[src/rtl/serial_bit_feeder_pkg.sv]
// Shared types and defaults for the serial bit feeder.
// The optional replay feature is enabled by defining SERIAL_FEEDER_REPEAT_EN.
package serial_feeder_pkg;

  typedef enum logic [1:0] {
    IDLE  = 2'd0,
    SHIFT = 2'd1,
    DONE  = 2'd2
  } state_t;

  localparam int DEFAULT_WIDTH = 16;
  localparam int DEFAULT_DIV   = 1;

  // Counter width that stays at least one bit even when n is 1.
  function automatic int cnt_width(input int n);
    return (n > 1) ? $clog2(n) : 1;
  endfunction

endpackage

[src/rtl/serial_bit_feeder_if.sv]
// Pattern-load / serial-bit bus between a pattern source and the feeder.
// The loop request exists only when SERIAL_FEEDER_REPEAT_EN is defined.
interface serial_bit_feeder_if
  import serial_feeder_pkg::*;
#(
  parameter int WIDTH = DEFAULT_WIDTH
);
  localparam int IDX_W = $clog2(WIDTH);

  logic [WIDTH-1:0] load_data;
  logic             start;
`ifdef SERIAL_FEEDER_REPEAT_EN
  logic             loop;
`endif
  logic             w_out;
  logic             w_valid;
  logic             busy;
  logic             done;
  logic [IDX_W-1:0] bit_idx;

  modport master (
`ifdef SERIAL_FEEDER_REPEAT_EN
    output loop,
`endif
    output load_data, start,
    input  w_out, w_valid, busy, done, bit_idx
  );

  modport slave (
`ifdef SERIAL_FEEDER_REPEAT_EN
    input  loop,
`endif
    input  load_data, start,
    output w_out, w_valid, busy, done, bit_idx
  );

endinterface

[src/rtl/serial_bit_feeder_bit_tick_divider.sv]
// Bit-period divider: counts 0..DIV-1 and flags the last cycle of each period.
// Saturates at the terminal count until cleared, so it never wraps on its own.
module bit_tick_divider
  import serial_feeder_pkg::*;
#(
  parameter int DIV = DEFAULT_DIV
) (
  input  logic clk,
  input  logic resetn,
  input  logic clr,
  output logic tick
);
  localparam int                 DIV_W = cnt_width(DIV);
  localparam logic [DIV_W-1:0]   LAST  = DIV_W'(DIV - 1);

  logic [DIV_W-1:0] div_cnt;

  // NOTE: registered state uses non-blocking assignments so every flop samples pre-edge values.
  always_ff @(posedge clk or negedge resetn) begin
    if (!resetn) begin
      div_cnt <= '0;
    end else if (clr) begin
      div_cnt <= '0;
    end else if (div_cnt != LAST) begin
      div_cnt <= div_cnt + DIV_W'(1);
    end
  end

  assign tick = (div_cnt == LAST);

endmodule

[src/rtl/serial_bit_feeder.sv]
// Loads a parallel pattern and shifts it out LSB-first, one bit per DIV cycles.
// Define SERIAL_FEEDER_REPEAT_EN to add the loop input and back-to-back replay.
module serial_bit_feeder
  import serial_feeder_pkg::*;
#(
  parameter int WIDTH = DEFAULT_WIDTH,
  parameter int DIV   = DEFAULT_DIV
) (
  input logic                clk,
  input logic                resetn,
  serial_bit_feeder_if.slave bus
);
  localparam int               IDX_W    = $clog2(WIDTH);
  localparam logic [IDX_W-1:0] LAST_BIT = IDX_W'(WIDTH - 1);

  state_t           state;
  logic [WIDTH-1:0] shreg;
  logic [IDX_W-1:0] bit_cnt;
  logic             tick;
`ifdef SERIAL_FEEDER_REPEAT_EN
  logic [WIDTH-1:0] hold;
`endif

  // The divider restarts whenever a bit period begins: on accept and after every sampled bit.
  bit_tick_divider #(.DIV(DIV)) u_div (
    .clk    (clk),
    .resetn (resetn),
    .clr    ((state != SHIFT) || tick),
    .tick   (tick)
  );

  always_ff @(posedge clk or negedge resetn) begin
    if (!resetn) begin
      state   <= IDLE;
      shreg   <= '0;
      bit_cnt <= '0;
`ifdef SERIAL_FEEDER_REPEAT_EN
      hold    <= '0;
`endif
    end else begin
      // NOTE: a default arm keeps the decode total, so no illegal code can stick.
      case (state)
        IDLE: begin
          if (bus.start) begin
            shreg   <= bus.load_data;
            bit_cnt <= '0;
            state   <= SHIFT;
`ifdef SERIAL_FEEDER_REPEAT_EN
            hold    <= bus.load_data;
`endif
          end
        end
        SHIFT: begin
          if (tick) begin
            if (bit_cnt != LAST_BIT) begin
              shreg   <= shreg >> 1;
              bit_cnt <= bit_cnt + IDX_W'(1);
            end else begin
`ifdef SERIAL_FEEDER_REPEAT_EN
              if (bus.loop) begin
                shreg   <= hold;
                bit_cnt <= '0;
              end else begin
                state <= DONE;
              end
`else
              state <= DONE;
`endif
            end
          end
        end
        DONE:    state <= IDLE;
        default: state <= IDLE;
      endcase
    end
  end

  // Outputs decode registered state only; reset clears them without a clock.
  assign bus.busy    = (state == SHIFT);
  assign bus.w_out   = (state == SHIFT) && shreg[0];
  assign bus.w_valid = (state == SHIFT) && tick;
  assign bus.bit_idx = (state == SHIFT) ? bit_cnt : '0;
  assign bus.done    = (state == DONE);

endmodule

[src/flat_wrapper.sv]
// flat-port wrapper written by rule: the top's interface ports become plain ports
module serial_bit_feeder_flat import serial_feeder_pkg::*;
#(
  parameter int WIDTH = DEFAULT_WIDTH,
  parameter int DIV   = DEFAULT_DIV
)
  (clk, resetn, bus_load_data, bus_start, bus_w_out, bus_w_valid, bus_busy, bus_done, bus_bit_idx);
  serial_bit_feeder_if #(.WIDTH(WIDTH)) bus_i ();
  input logic clk;
  input logic resetn;
  input wire logic [$bits(bus_i.load_data)-1:0] bus_load_data;
  input wire logic [$bits(bus_i.start)-1:0] bus_start;
  output wire logic [$bits(bus_i.w_out)-1:0] bus_w_out;
  output wire logic [$bits(bus_i.w_valid)-1:0] bus_w_valid;
  output wire logic [$bits(bus_i.busy)-1:0] bus_busy;
  output wire logic [$bits(bus_i.done)-1:0] bus_done;
  output wire logic [$bits(bus_i.bit_idx)-1:0] bus_bit_idx;
  assign bus_i.load_data = bus_load_data;
  assign bus_i.start = bus_start;
  assign bus_w_out = bus_i.w_out;
  assign bus_w_valid = bus_i.w_valid;
  assign bus_busy = bus_i.busy;
  assign bus_done = bus_i.done;
  assign bus_bit_idx = bus_i.bit_idx;
  serial_bit_feeder #(.WIDTH(WIDTH), .DIV(DIV)) u_core (.clk(clk), .resetn(resetn), .bus(bus_i));
endmodule
[config.mk]
export PLATFORM = sky130hd
export DESIGN_NAME = serial_bit_feeder_flat
export DESIGN_NICKNAME = d
export VERILOG_FILES = /design/src/rtl/serial_bit_feeder_pkg.sv /design/src/rtl/serial_bit_feeder_if.sv /design/src/rtl/serial_bit_feeder_bit_tick_divider.sv /design/src/rtl/serial_bit_feeder.sv /design/src/flat_wrapper.sv
export SDC_FILE = /design/constraint.sdc
export NUM_CORES = 1
export LEC_CHECK = 0
export CORE_ASPECT_RATIO = 0.5
export CORE_MARGIN = 5
export CORE_UTILIZATION = 45
export DETAILED_ROUTE_END_ITERATION = 7
export PLACE_DENSITY = 0.78
export SETUP_SLACK_MARGIN = 0.5
export SLEW_MARGIN = 15
export SYNTH_ARGS = -nofsm -noshare
export SYNTH_HDL_FRONTEND = slang
export SYNTH_SLANG_ARGS = --single-unit
[constraint.sdc]
create_clock -name clk -period 3.1 [get_ports clk]
set_clock_uncertainty 0.15 [all_clocks]
set_input_delay 0.93 -clock clk [delete_from_list [all_inputs] [get_ports clk]]
set_output_delay 0.93 -clock clk [all_outputs]
set_load 0.005 [all_outputs]
# ---- Word-level counts from Yosys, hierarchy flattened
# Index checks and enable logic that the tools add are counted.
# Widths: inputs -> output; s select.
dict set report word_totals {
  memories 0
  ramBits 0
  mem_bits_ro 0
  latchBits 0
  register_bits 23
  wordCells 37
}
dict set report op_classes {
  order_cmp 0
  multipliers 0
  shifts 0
  n_mux 15
  n_reduce_logical 7
  bitwise 1
  eq_ne 8
  addsub 2
  n_div 0
}
# cell count
set ops {}
lappend ops {{$mux 16} 3}
lappend ops {{$pmux 16 s2} 1}
lappend ops {{$mux 4} 4}
lappend ops {{$pmux 4 s2} 1}
lappend ops {{$mux 2} 3}
lappend ops {{$ne 2x2->1 const B} 3}
lappend ops {{$add 4x1->4 const B} 1}
lappend ops {{$ne 2x1->1 const B} 2}
lappend ops {{$ne 4x4->1 const B} 1}
lappend ops {{$pmux 2 s2} 1}
lappend ops {{$reduce_and 4->1} 1}
lappend ops {{$reduce_and 3->1} 1}
lappend ops {{$eq 2x1->1 const B} 1}
lappend ops {{$eq 2x2->1 const B} 1}
lappend ops {{$logic_and 1x1->1} 2}
lappend ops {{$logic_not 2->1} 1}
lappend ops {{$mux 1} 2}
lappend ops {{$reduce_bool 2->1} 1}
lappend ops {{$add 1x1->1 const B} 1}
lappend ops {{$logic_or 1x1->1} 1}
lappend ops {{$not 1->1} 1}

# ---- Depth between registers and ports, before layout
# Gate-level depths: netlist of the first run.
dict set report logic_depth {
  word_depth 4
  depth_mapped 6
  mapped_depth_nobuf 4
}

# ---- Hierarchy
# Synthesis of the first run repeated with hierarchy kept, for this count alone.
dict set report unflattened {
  cells_unflattened 91
  area_unflattened_um2 1153.6
}
# mod n_inst seq_area_each_um2 cells_per_inst area_each_um2
set modules_own_cells {}
lappend modules_own_cells {serial_bit_feeder 1 550.5 89 1142.3}
lappend modules_own_cells {bit_tick_divider 1 0.0 2 11.3}

# ---- Worst setup path after synthesis of the first run
# Ideal clock, no wire load.
dict set report synth_path {
  path_type {reg-to-output}
  start {register u_core.state[0]}
  end {output bus_bit_idx[0]}
  required_time_ns 2.020
  path_stages_with_launch 6
  t_arrival_ns 1.124
  path_buffers 3
  slack_ns 0.896
  path_cell_list {dfrtp_1 nor2b_4 buf_6 buf_12 buf_4 and2_1}
}
dict set report synth_via {
  elab_chain_cells 2
}
# element line
set synth_rtl {}
lappend synth_rtl {{from (decl)} serial_bit_feeder.sv:16} ;# state_t state;
lappend synth_rtl {{from (signal assigned)} serial_bit_feeder.sv:34} ;# state <= IDLE;
lappend synth_rtl {{from (signal assigned)} serial_bit_feeder.sv:47} ;# state <= SHIFT;
lappend synth_rtl {{from (signal assigned)} serial_bit_feeder.sv:67} ;# state <= DONE;
lappend synth_rtl {{$eq 2x1->1} --}
lappend synth_rtl {{via bus_busy} flat_wrapper.sv:15} ;# output wire logic [$bits(bus_i.busy)-1:0] bus_busy;
lappend synth_rtl {{$mux 4} serial_bit_feeder.sv:82} ;# assign bus.bit_idx = (state == SHIFT) ? bit_cnt : '0;
lappend synth_rtl {{to (decl)} flat_wrapper.sv:17} ;# output wire logic [$bits(bus_i.bit_idx)-1:0] bus_bit_idx;
# The timed path passes the listed nets, and every way through them passes these cells.

# ---- Final worst setup path of the first run
dict set report layout_path {
  start {register u_core.state[1]}
  end {output bus_bit_idx[1]}
}
dict set report layout_via {
  elab_chain_cells 2
}
# element line
set layout_rtl {}
lappend layout_rtl {{$eq 2x1->1} serial_bit_feeder.sv:82}
lappend layout_rtl {{$mux 4} serial_bit_feeder.sv:82}
# No other way between the ends.

==> impl_metrics.env, run 1 <==
export IMPL_status="completed"
export IMPL_avgViaCountPerCell=4.88
export IMPL_post_dp_cell_area_um2=1500
export IMPL_cp_start_kind="flip-flop"
export IMPL_synthTopCellsByArea="dfrtp_1 45%, mux2_4 20%, mux2_2 13%"
export IMPL_syn_instance_count=88
export IMPL_yosysTopAreaCell="dfrtp_1"
export IMPL_cts_inserted_buffers=3
export IMPL_leakage_nw=0.790
export IMPL_slew_violations=0
export IMPL_htree_levels=1
export IMPL_grt_pass1_wl_mm=3.77
export IMPL_grt_max_degree=23
export IMPL_place_gp_congestion=0.767
export IMPL_syn_to_final_growth_pct=32.3
export IMPL_yosysMostFrequentCell="dfrtp_1"
export IMPL_end_kind="primary output"
export IMPL_antenna_found_initial=0
export IMPL_arrival_ns=1.47
export IMPL_start_util=0.471
export IMPL_hpwl_mm=1.62
export IMPL_slew_headroom=0.816
export IMPL_n_antenna_cell=0
export IMPL_crit_slowest_cell="clkdlybuf4s50_1"
export IMPL_worst_path_buf_inv=1
export IMPL_grt_pass1_vias=822
export IMPL_finalCriticalPeriod_ns=2.55
export IMPL_synthTopCellsByCount="22 x dfrtp_1, 16 x mux2_4, 14 x mux2_2"
export IMPL_synth_avg_cell_area_um2=13.8
export IMPL_worst_pin_slew_ns=0.277
export IMPL_cts_root_buf="clkbuf_8"
export IMPL_die_area_um2=3910
export IMPL_worst_slack_ns=0.551
export IMPL_design_area_um2=1610
export IMPL_post_place_ws_ns=0.496
export IMPL_syn_area_um2=1220
export IMPL_hold_violations=0
export IMPL_drc=0
export IMPL_die_y_um=46.8
export IMPL_cts_sinks=22
export IMPL_coreArea_um2=2590
export IMPL_drive_above_1_share=0.419
export IMPL_synth_edf_count=0
export IMPL_pin_count=27
export IMPL_yosys_area_top_type_share=0.452
export IMPL_synth_async_sr_flop_share=1.00
export IMPL_clock_fmax_mhz=392
export IMPL_rows=13
export IMPL_hp_class="flip-flop to flip-flop"
export IMPL_cts_max_path_buffers=2
export IMPL_clk_pin_slew_ns=0.08
export IMPL_dr_total_vias=786
export IMPL_worst_ir_drop_vdd_uv=413
export IMPL_ys_seq_elements=22
export IMPL_crit_chain="nor2b_4 -> and2_1 -> clkdlybuf4s50_1"
export IMPL_yosys_warnings=0
export IMPL_clock_latency_ns=0.26
export IMPL_tritoncts="yes"
export IMPL_holdBufCountCts=0
export IMPL_critical_path_top_delay_family="buffers and inverters"
export IMPL_antenna_left=0
export IMPL_synth_nets=108
export IMPL_grt_use_total=0.124
export IMPL_synth_main_ff_cell="dfrtp_1"
export IMPL_wl_per_cell_um=14.4
export IMPL_finalSetupTns_ns=0
export IMPL_io_buffers=26
export IMPL_first_iter_violations=36
export IMPL_totalWireLength_mm=2.31
export IMPL_period_share=0.822
export IMPL_p_per_area_nw_per_um2=1050
export IMPL_drt_first_pass_iters=3
export IMPL_cp_data_required_time_ns=2.02
export IMPL_crit_path_max_incr_delay_ns=0.49
export IMPL_setup_violations=0
export IMPL_grt_overflow=0
export IMPL_yosysSeqAreaShare=0.452
export IMPL_nets=146
export IMPL_rsz0062_at_grt="false"
export IMPL_crit_fanout=4
export IMPL_drv_cap=0
export IMPL_synth_distinct_cells=25
export IMPL_die_x_um=83.6
export IMPL_whs_ns=0.361
export IMPL_path_class="flip-flop to primary output"
[state kept, by name, indices dropped and copies added, names as in the netlist]
| register | flops |
|---|---|
| u_core.shreg | 16 |
| u_core.state | 2 |
| u_core.bit_cnt | 4 |
[area by class of cell]
class / instances / area [µm²]
Sequential cell: 22 / 553
Clock buffer: 3 / 41.3
Multi-Input combinational cell: 60 / 618
Fill cell: 208 / 976
Tap cell: 37 / 46.3
Inverter: 2 / 7.51
Timing Repair Buffer: 37 / 344
[per-stage QoR]
stage	utilization	instances	total power, W
4_1_cts	0.613	158	0.00169
5_1_grt	0.623	161	0.00181
3_5_place_dp	0.579	150	0.00147
6_report	0.623	161	0.00170
2_1_floorplan	-	88	0.00125
3_3_place_gp	0.579	150	0.00143
[where the power goes]
group	internal, W	switching [W]	leakage [nW]
Clock	0.0000866	0.0000843	0.0216
Combinational	0.000666	0.000334	0.499
Sequential	0.000426	0.000102	0.269
Total	0.00118	0.000520	0.790
[cell usage in the layout, fill, tap and decap left out, drive strengths merged]
master,n
inv,2
nor3b,1
o21ai,4
a2bb2oi,1
xnor2,1
nor2b,2
a31oi,1
dfrtp,22
and2b,1
ha,1
nand2,2
mux2,30
nand3,4
clkbuf,3
nand2b,1
and2,5
a22o,1
and4,1
o21bai,1
a21oi,1
dlymetal6s2s,1
dlygate4sd2,4
buf,11
a31o,1
clkdlybuf4s50,21
nor2,1
[what timing repair did]
item / in CTS / in global routing
gates cloned: 1 / 0
gates resized for setup: 9 / 1
setup endpoints to repair: 7 / 2
buffers inserted: 4 / 3
[kinds of logic after synthesis]
group,count (synthesis),share of synthesized area
mux,30,0.327
buf+inv,7,0.0534
flops,22,0.452
simple gates,17,0.0935
compound gates,10,0.0565
fa+ha+maj,1,0.0103
xor+xnor,1,0.00720
[path summary, 6_finish.rpt]
path                                    end  cells past startpoint  slack (ns)         startpoint
min                        u_core.shreg[11]                      1        0.36   u_core.shreg[11]
min reg2reg                u_core.shreg[11]                      1        0.36   u_core.shreg[11]
max reg2reg                 u_core.shreg[1]                      5        1.12  u_core.bit_cnt[0]
min in group asynchronous   u_core.shreg[0]                      2        0.86             resetn
max                          bus_bit_idx[1]                      3        0.55    u_core.state[1]
max in group asynchronous   u_core.state[0]                      2        1.70             resetn
[routing by layer]
metal / share of wire / global-route usage / wire length [µm] / vias up
li1: - / - / - / 387
met1: 0.50 / 0.157 / 1160 / 383
met2: 0.46 / 0.220 / 1060 / 16
met3: 0.038 / 0.0368 / 88 / 0
met4: 0 / 0.0321 / 0 / 0
met5: 0 / 0 / 0 / -
Power figures use the tool's default switching activity.
==> run 2: changes to the inputs <==
CORE_UTILIZATION = 44   (was 45)
PLACE_DENSITY = 0.8   (was 0.78)
clock period = 2.1 ns   (was 3.1 ns; I/O delays follow)
==> run 2 against run 1 <==
Against the previous run:
- routed wire length increased by 32%
- total power up 90%
- clock-buffer cell count unchanged
- largest cell class unchanged
- largest power group unchanged
- highest routed layer is now met4
==> impl_metrics.env, run 2 (same netlist as run 1, synthesis figures left out) <==
export IMPL_worst_ir_drop_vdd_uv=733
export IMPL_cts_sinks=22
export IMPL_place_gp_congestion=0.730
export IMPL_holdBufCountCts=0
export IMPL_pin_count=27
export IMPL_clock_latency_ns=0.27
export IMPL_start_util=0.465
export IMPL_n_antenna_cell=0
export IMPL_hp_class="flip-flop to flip-flop"
export IMPL_reg_top3="u_core.shreg (16), u_core.bit_cnt (4), u_core.state (2)"
export IMPL_path_class="flip-flop to primary output"
export IMPL_tritoncts="yes"
export IMPL_rows=13
export IMPL_hold_violations=0
export IMPL_coreArea_um2=2620
export IMPL_grt_overflow=0
export IMPL_cp_data_required_time_ns=1.32
export IMPL_finalCriticalPeriod_ns=2.05
export IMPL_crit_fanout=3
export IMPL_reg2reg_slack_ns=0.21
export IMPL_slew_headroom=0.813
export IMPL_grt_pass1_wl_mm=4.82
export IMPL_htree_levels=1
export IMPL_largest_reg_flops=16
export IMPL_setup_violations=0
export IMPL_top_register="u_core.shreg"
export IMPL_first_iter_violations=54
export IMPL_end_kind="primary output"
export IMPL_avgViaCountPerCell=5.05
export IMPL_antenna_found_initial=0
export IMPL_clk_pin_slew_ns=0.08
export IMPL_post_route_util=0.708
export IMPL_status="completed"
export IMPL_layout_common_cells="22 x dfrtp_1, 20 x mux2_4, 17 x clkdlybuf4s50_1, 14 x buf_6, 12 x buf_4"
export IMPL_arrival_ns=1.27
export IMPL_power_total_w=0.00323
export IMPL_drc=0
export IMPL_multi_input_area_um2=644
export IMPL_regArea_um2=551
export IMPL_grt_max_degree=23
export IMPL_whs_ns=0.363
export IMPL_drt_first_pass_iters=4
export IMPL_grt_use_total=0.164
export IMPL_die_x_um=84.4
export IMPL_totalWireLength_mm=3.05
export IMPL_period_share=0.978
export IMPL_worst_slack_ns=0.0461
export IMPL_fill_cells=175
export IMPL_cts_root_buf="clkbuf_8"
export IMPL_grt_pass1_vias=946
export IMPL_wl_per_cell_um=17.5
export IMPL_syn_to_final_growth_pct=52.2
export IMPL_antenna_left=0
export IMPL_slew_violations=0
export IMPL_clock_fmax_mhz=487
export IMPL_design_area_um2=1850
export IMPL_hpwl_mm=1.52
export IMPL_drive_above_1_share=0.558
export IMPL_worst_pin_slew_ns=0.280
export IMPL_rsz0062_at_grt="true"
export IMPL_post_place_ws_ns=-0.0714
export IMPL_nets=160
export IMPL_final_common_cell="dfrtp_1"
export IMPL_cts_inserted_buffers=3
export IMPL_cts_max_path_buffers=2
export IMPL_p_per_area_nw_per_um2=1740
export IMPL_drv_cap=0
export IMPL_die_area_um2=3980
export IMPL_die_y_um=47.2
export IMPL_leakage_nw=0.931
export IMPL_io_buffers=26
export IMPL_dr_total_vias=884
export IMPL_post_dp_cell_area_um2=1560
export IMPL_cp_start_kind="flip-flop"
run 2: routing by layer:
metal	share of wire	vias to the layer above	track usage
met5	0	-	0
met4	0.019	0	0.0694
met3	0.045	9	0.0438
met2	0.50	31	0.312
met1	0.44	430	0.184
li1	-	414	-
run 2: layout make-up:
type                            instances  area share
Sequential cell                        22       0.297
Clock buffer                            3      0.0223
Multi-Input combinational cell         59       0.348
Timing Repair Buffer                   52       0.304
Tap cell                               37      0.0250
Inverter                                2     0.00405
run 2: per-stage QoR:
stage          setup TNS [ns]  cells
6_report                    0    175
5_1_grt                     0    175
4_1_cts                     0    173
3_5_place_dp           -0.695    155
3_3_place_gp           -0.757    155
2_1_floorplan               0     88
run 2: where the power goes:
part	internal (W)	switching, W
clock network	0.000128	0.000138
logic	0.00148	0.000719
registers	0.000627	0.000141
total	0.00223	0.000998
run 2: timing repair:
action                     CTS  global route
setup endpoints to repair   26            25
buffers inserted            12             2
pin swaps                    5             2
cloned                       3             0
resized for setup           45            10
run 2: final timing paths:
path / cells after the start / endpoint / from
min in group asynchronous: 2 / u_core.shreg[12] / resetn
worst min register to register: 1 / u_core.shreg[10] / u_core.shreg[10]
worst max-delay path: 5 / bus_bit_idx[3] / u_core.state[0]
worst min-delay path: 1 / u_core.shreg[10] / u_core.shreg[10]
max in group asynchronous: 2 / u_core.shreg[1] / resetn
worst max register to register: 7 / u_core.shreg[11] / u_core.state[1]
run 2: worst max-delay path: stages (launching register included):
cell and delay [ns]:
dfrtp_1 0.39, nor2b_4 0.14, buf_4 0.13, buf_6 0.10
and2_4 0.14, buf_6 0.10
==> run 3: changes to the inputs <==
CORE_UTILIZATION = 45   (was 44)
DONT_BUFFER_PORTS = 1   (was default)
PLACE_DENSITY = 0.68   (was 0.8)
==> run 3 against run 2 <==
Against the previous run:
- die area fell by 1.9%
- via count decreased by 11%
- clock-buffer cell count is 1 higher
- critical path type unchanged
- combinational power decreased by 11%
- clock power increased by 10%
- cell count fell by 16%
- largest power group unchanged
- setup slack better by 0.21 ns
- sequential share of layout area increased by 4.3 points
==> impl_metrics.env, run 3 (same netlist as run 1, synthesis figures left out) <==
export IMPL_slew_headroom=0.380
export IMPL_top_layer="met4"
export IMPL_fill_cells=171
export IMPL_nets=131
export IMPL_path_class="flip-flop to primary output"
export IMPL_antenna_left=0
export IMPL_grt_pass1_vias=873
export IMPL_cts_max_path_buffers=2
export IMPL_switchingPower_w=0.000949
export IMPL_grt_max_degree=23
export IMPL_totalWireLength_mm=2.71
export IMPL_wl_per_cell_um=18.4
export IMPL_drv_cap=0
export IMPL_p_per_area_nw_per_um2=1880
export IMPL_period_share=0.880
export IMPL_post_dp_cell_area_um2=1270
export IMPL_end_kind="primary output"
export IMPL_place_gp_congestion=0.791
export IMPL_start_util=0.471
export IMPL_cp_data_required_time_ns=1.32
export IMPL_worst_pin_slew_ns=0.929
export IMPL_final_cell_count_no_fill=147
export IMPL_clock_fmax_mhz=541
export IMPL_route_met2_wl_mm=1.26
export IMPL_avgViaCountPerCell=5.37
export IMPL_combPwrFrac=0.644
export IMPL_whs_ns=0.348
export IMPL_reg_top3="u_core.shreg (16), u_core.bit_cnt (4), u_core.state (2)"
export IMPL_n_antenna_cell=0
export IMPL_rsz0062_at_grt="true"
export IMPL_p_seq_frac=0.260
export IMPL_drt_first_pass_iters=4
export IMPL_rows=13
export IMPL_io_buffers=0
export IMPL_hp_class="input pin to async pin"
export IMPL_first_iter_violations=38
export IMPL_coreArea_um2=2590
export IMPL_post_place_ws_ns=0.230
export IMPL_cts_root_buf="clkbuf_8"
export IMPL_final_common_cell="mux2_4"
export IMPL_hold_violations=0
export IMPL_slew_violations=0
export IMPL_syn_to_final_growth_pct=33.4
export IMPL_arrival_ns=1.07
export IMPL_switching_share=0.311
export IMPL_worst_ir_drop_vdd_uv=774
export IMPL_cts_inserted_buffers=3
export IMPL_finalCriticalPeriod_ns=1.85
export IMPL_drive_above_1_share=0.645
export IMPL_top_register="u_core.shreg"
export IMPL_status="completed"
export IMPL_grt_use_total=0.147
export IMPL_layout_common_cells="28 x mux2_4, 20 x dfrtp_1, 12 x buf_4, 5 x and2_4"
export IMPL_die_area_um2=3910
export IMPL_die_y_um=46.8
export IMPL_internal_power_w=0.00210
export IMPL_clockPowerShare=0.096
export IMPL_multi_input_area_um2=704
export IMPL_dp_cells=123
export IMPL_cp_start_kind="flip-flop"
export IMPL_die_x_um=83.6
export IMPL_worst_slack_ns=0.253
export IMPL_leakage_nw=0.843
export IMPL_tritoncts="yes"
export IMPL_cts_sinks=22
export IMPL_grt_pass1_wl_mm=4.35
export IMPL_setup_violations=0
export IMPL_regArea_um2=553
export IMPL_wl_met3_um=212
export IMPL_htree_levels=1
export IMPL_antenna_found_initial=0
export IMPL_reg2reg_slack_ns=0.33
export IMPL_clk_pin_slew_ns=0.08
export IMPL_hpwl_mm=1.59
export IMPL_met1_length_mm=1.20
export IMPL_crit_fanout=5
export IMPL_design_area_um2=1620
export IMPL_drc=0
export IMPL_clock_latency_ns=0.26
export IMPL_pin_count=27
export IMPL_finalSetupTns_ns=0
export IMPL_grt_overflow=0
export IMPL_largest_reg_flops=16
export IMPL_dr_total_vias=790
run 3: cell types whose count changed in the layout (fill, tap and decap cells not counted), sizes merged:
cell           previous run  this run
dlymetal6s2s              0         1
nor2b                     1         2
clkbuf                    5         4
clkdlybuf4s50            17         0
buf                      31        21
dlygate4sd2               2         0
run 3: timing repair:
item,in CTS,in global routing
gates cloned,3,0
hold endpoints to repair,22,0
hold buffers,1,0
endpoints found under the setup margin,25,47
pin swaps,2,4
gates resized for setup,17,15
buffers inserted,16,0
run 3: power groups by stage:
stage                     Sequential (W)  Combinational [W]  Clock [W]
after floorplan                 0.000735            0.00120          0
after global placement          0.000762            0.00125          0
after detailed placement        0.000783            0.00130          0
after CTS                       0.000782            0.00180   0.000303
after global routing            0.000816            0.00206   0.000322
final                           0.000793            0.00196   0.000293
run 3: area by class of cell:
cell class / count / share of cell area
well taps: 37 / 0.0285
inverters: 2 / 0.00462
flip-flops and latches: 22 / 0.341
clock buffers: 4 / 0.0339
multi-input cells: 60 / 0.434
repair buffers: 22 / 0.159
run 3: per-stage QoR:
stage          power (W)  utilization
6_report         0.00305        0.628
2_1_floorplan    0.00193            -
4_1_cts          0.00288        0.608
3_3_place_gp     0.00201        0.490
5_1_grt          0.00320        0.628
3_5_place_dp     0.00208        0.490
run 3: path summary, 6_finish.rpt:
check	start	depth (start not counted)	endpoint
min in group clk	u_core.shreg[11]	1	u_core.shreg[11]
worst max register to register	u_core.state[1]	5	u_core.shreg[6]
worst min-delay path	resetn	1	u_core.shreg[11]
worst min register to register	u_core.shreg[11]	1	u_core.shreg[11]
max in group asynchronous	resetn	1	u_core.state[0]
worst max-delay path	u_core.state[1]	2	bus_w_out
run 3: routing by layer:
metal	track usage	vias up
li1	-	357
met1	0.160	396
met2	0.264	31
met3	0.0578	6
met4	0.0769	0
met5	0	-
run 3: worst max-delay path: stages, from the launching register on:
cell and delay [ns]:
dfrtp_2 0.46, nor2b_4 0.18, and2_4 0.17
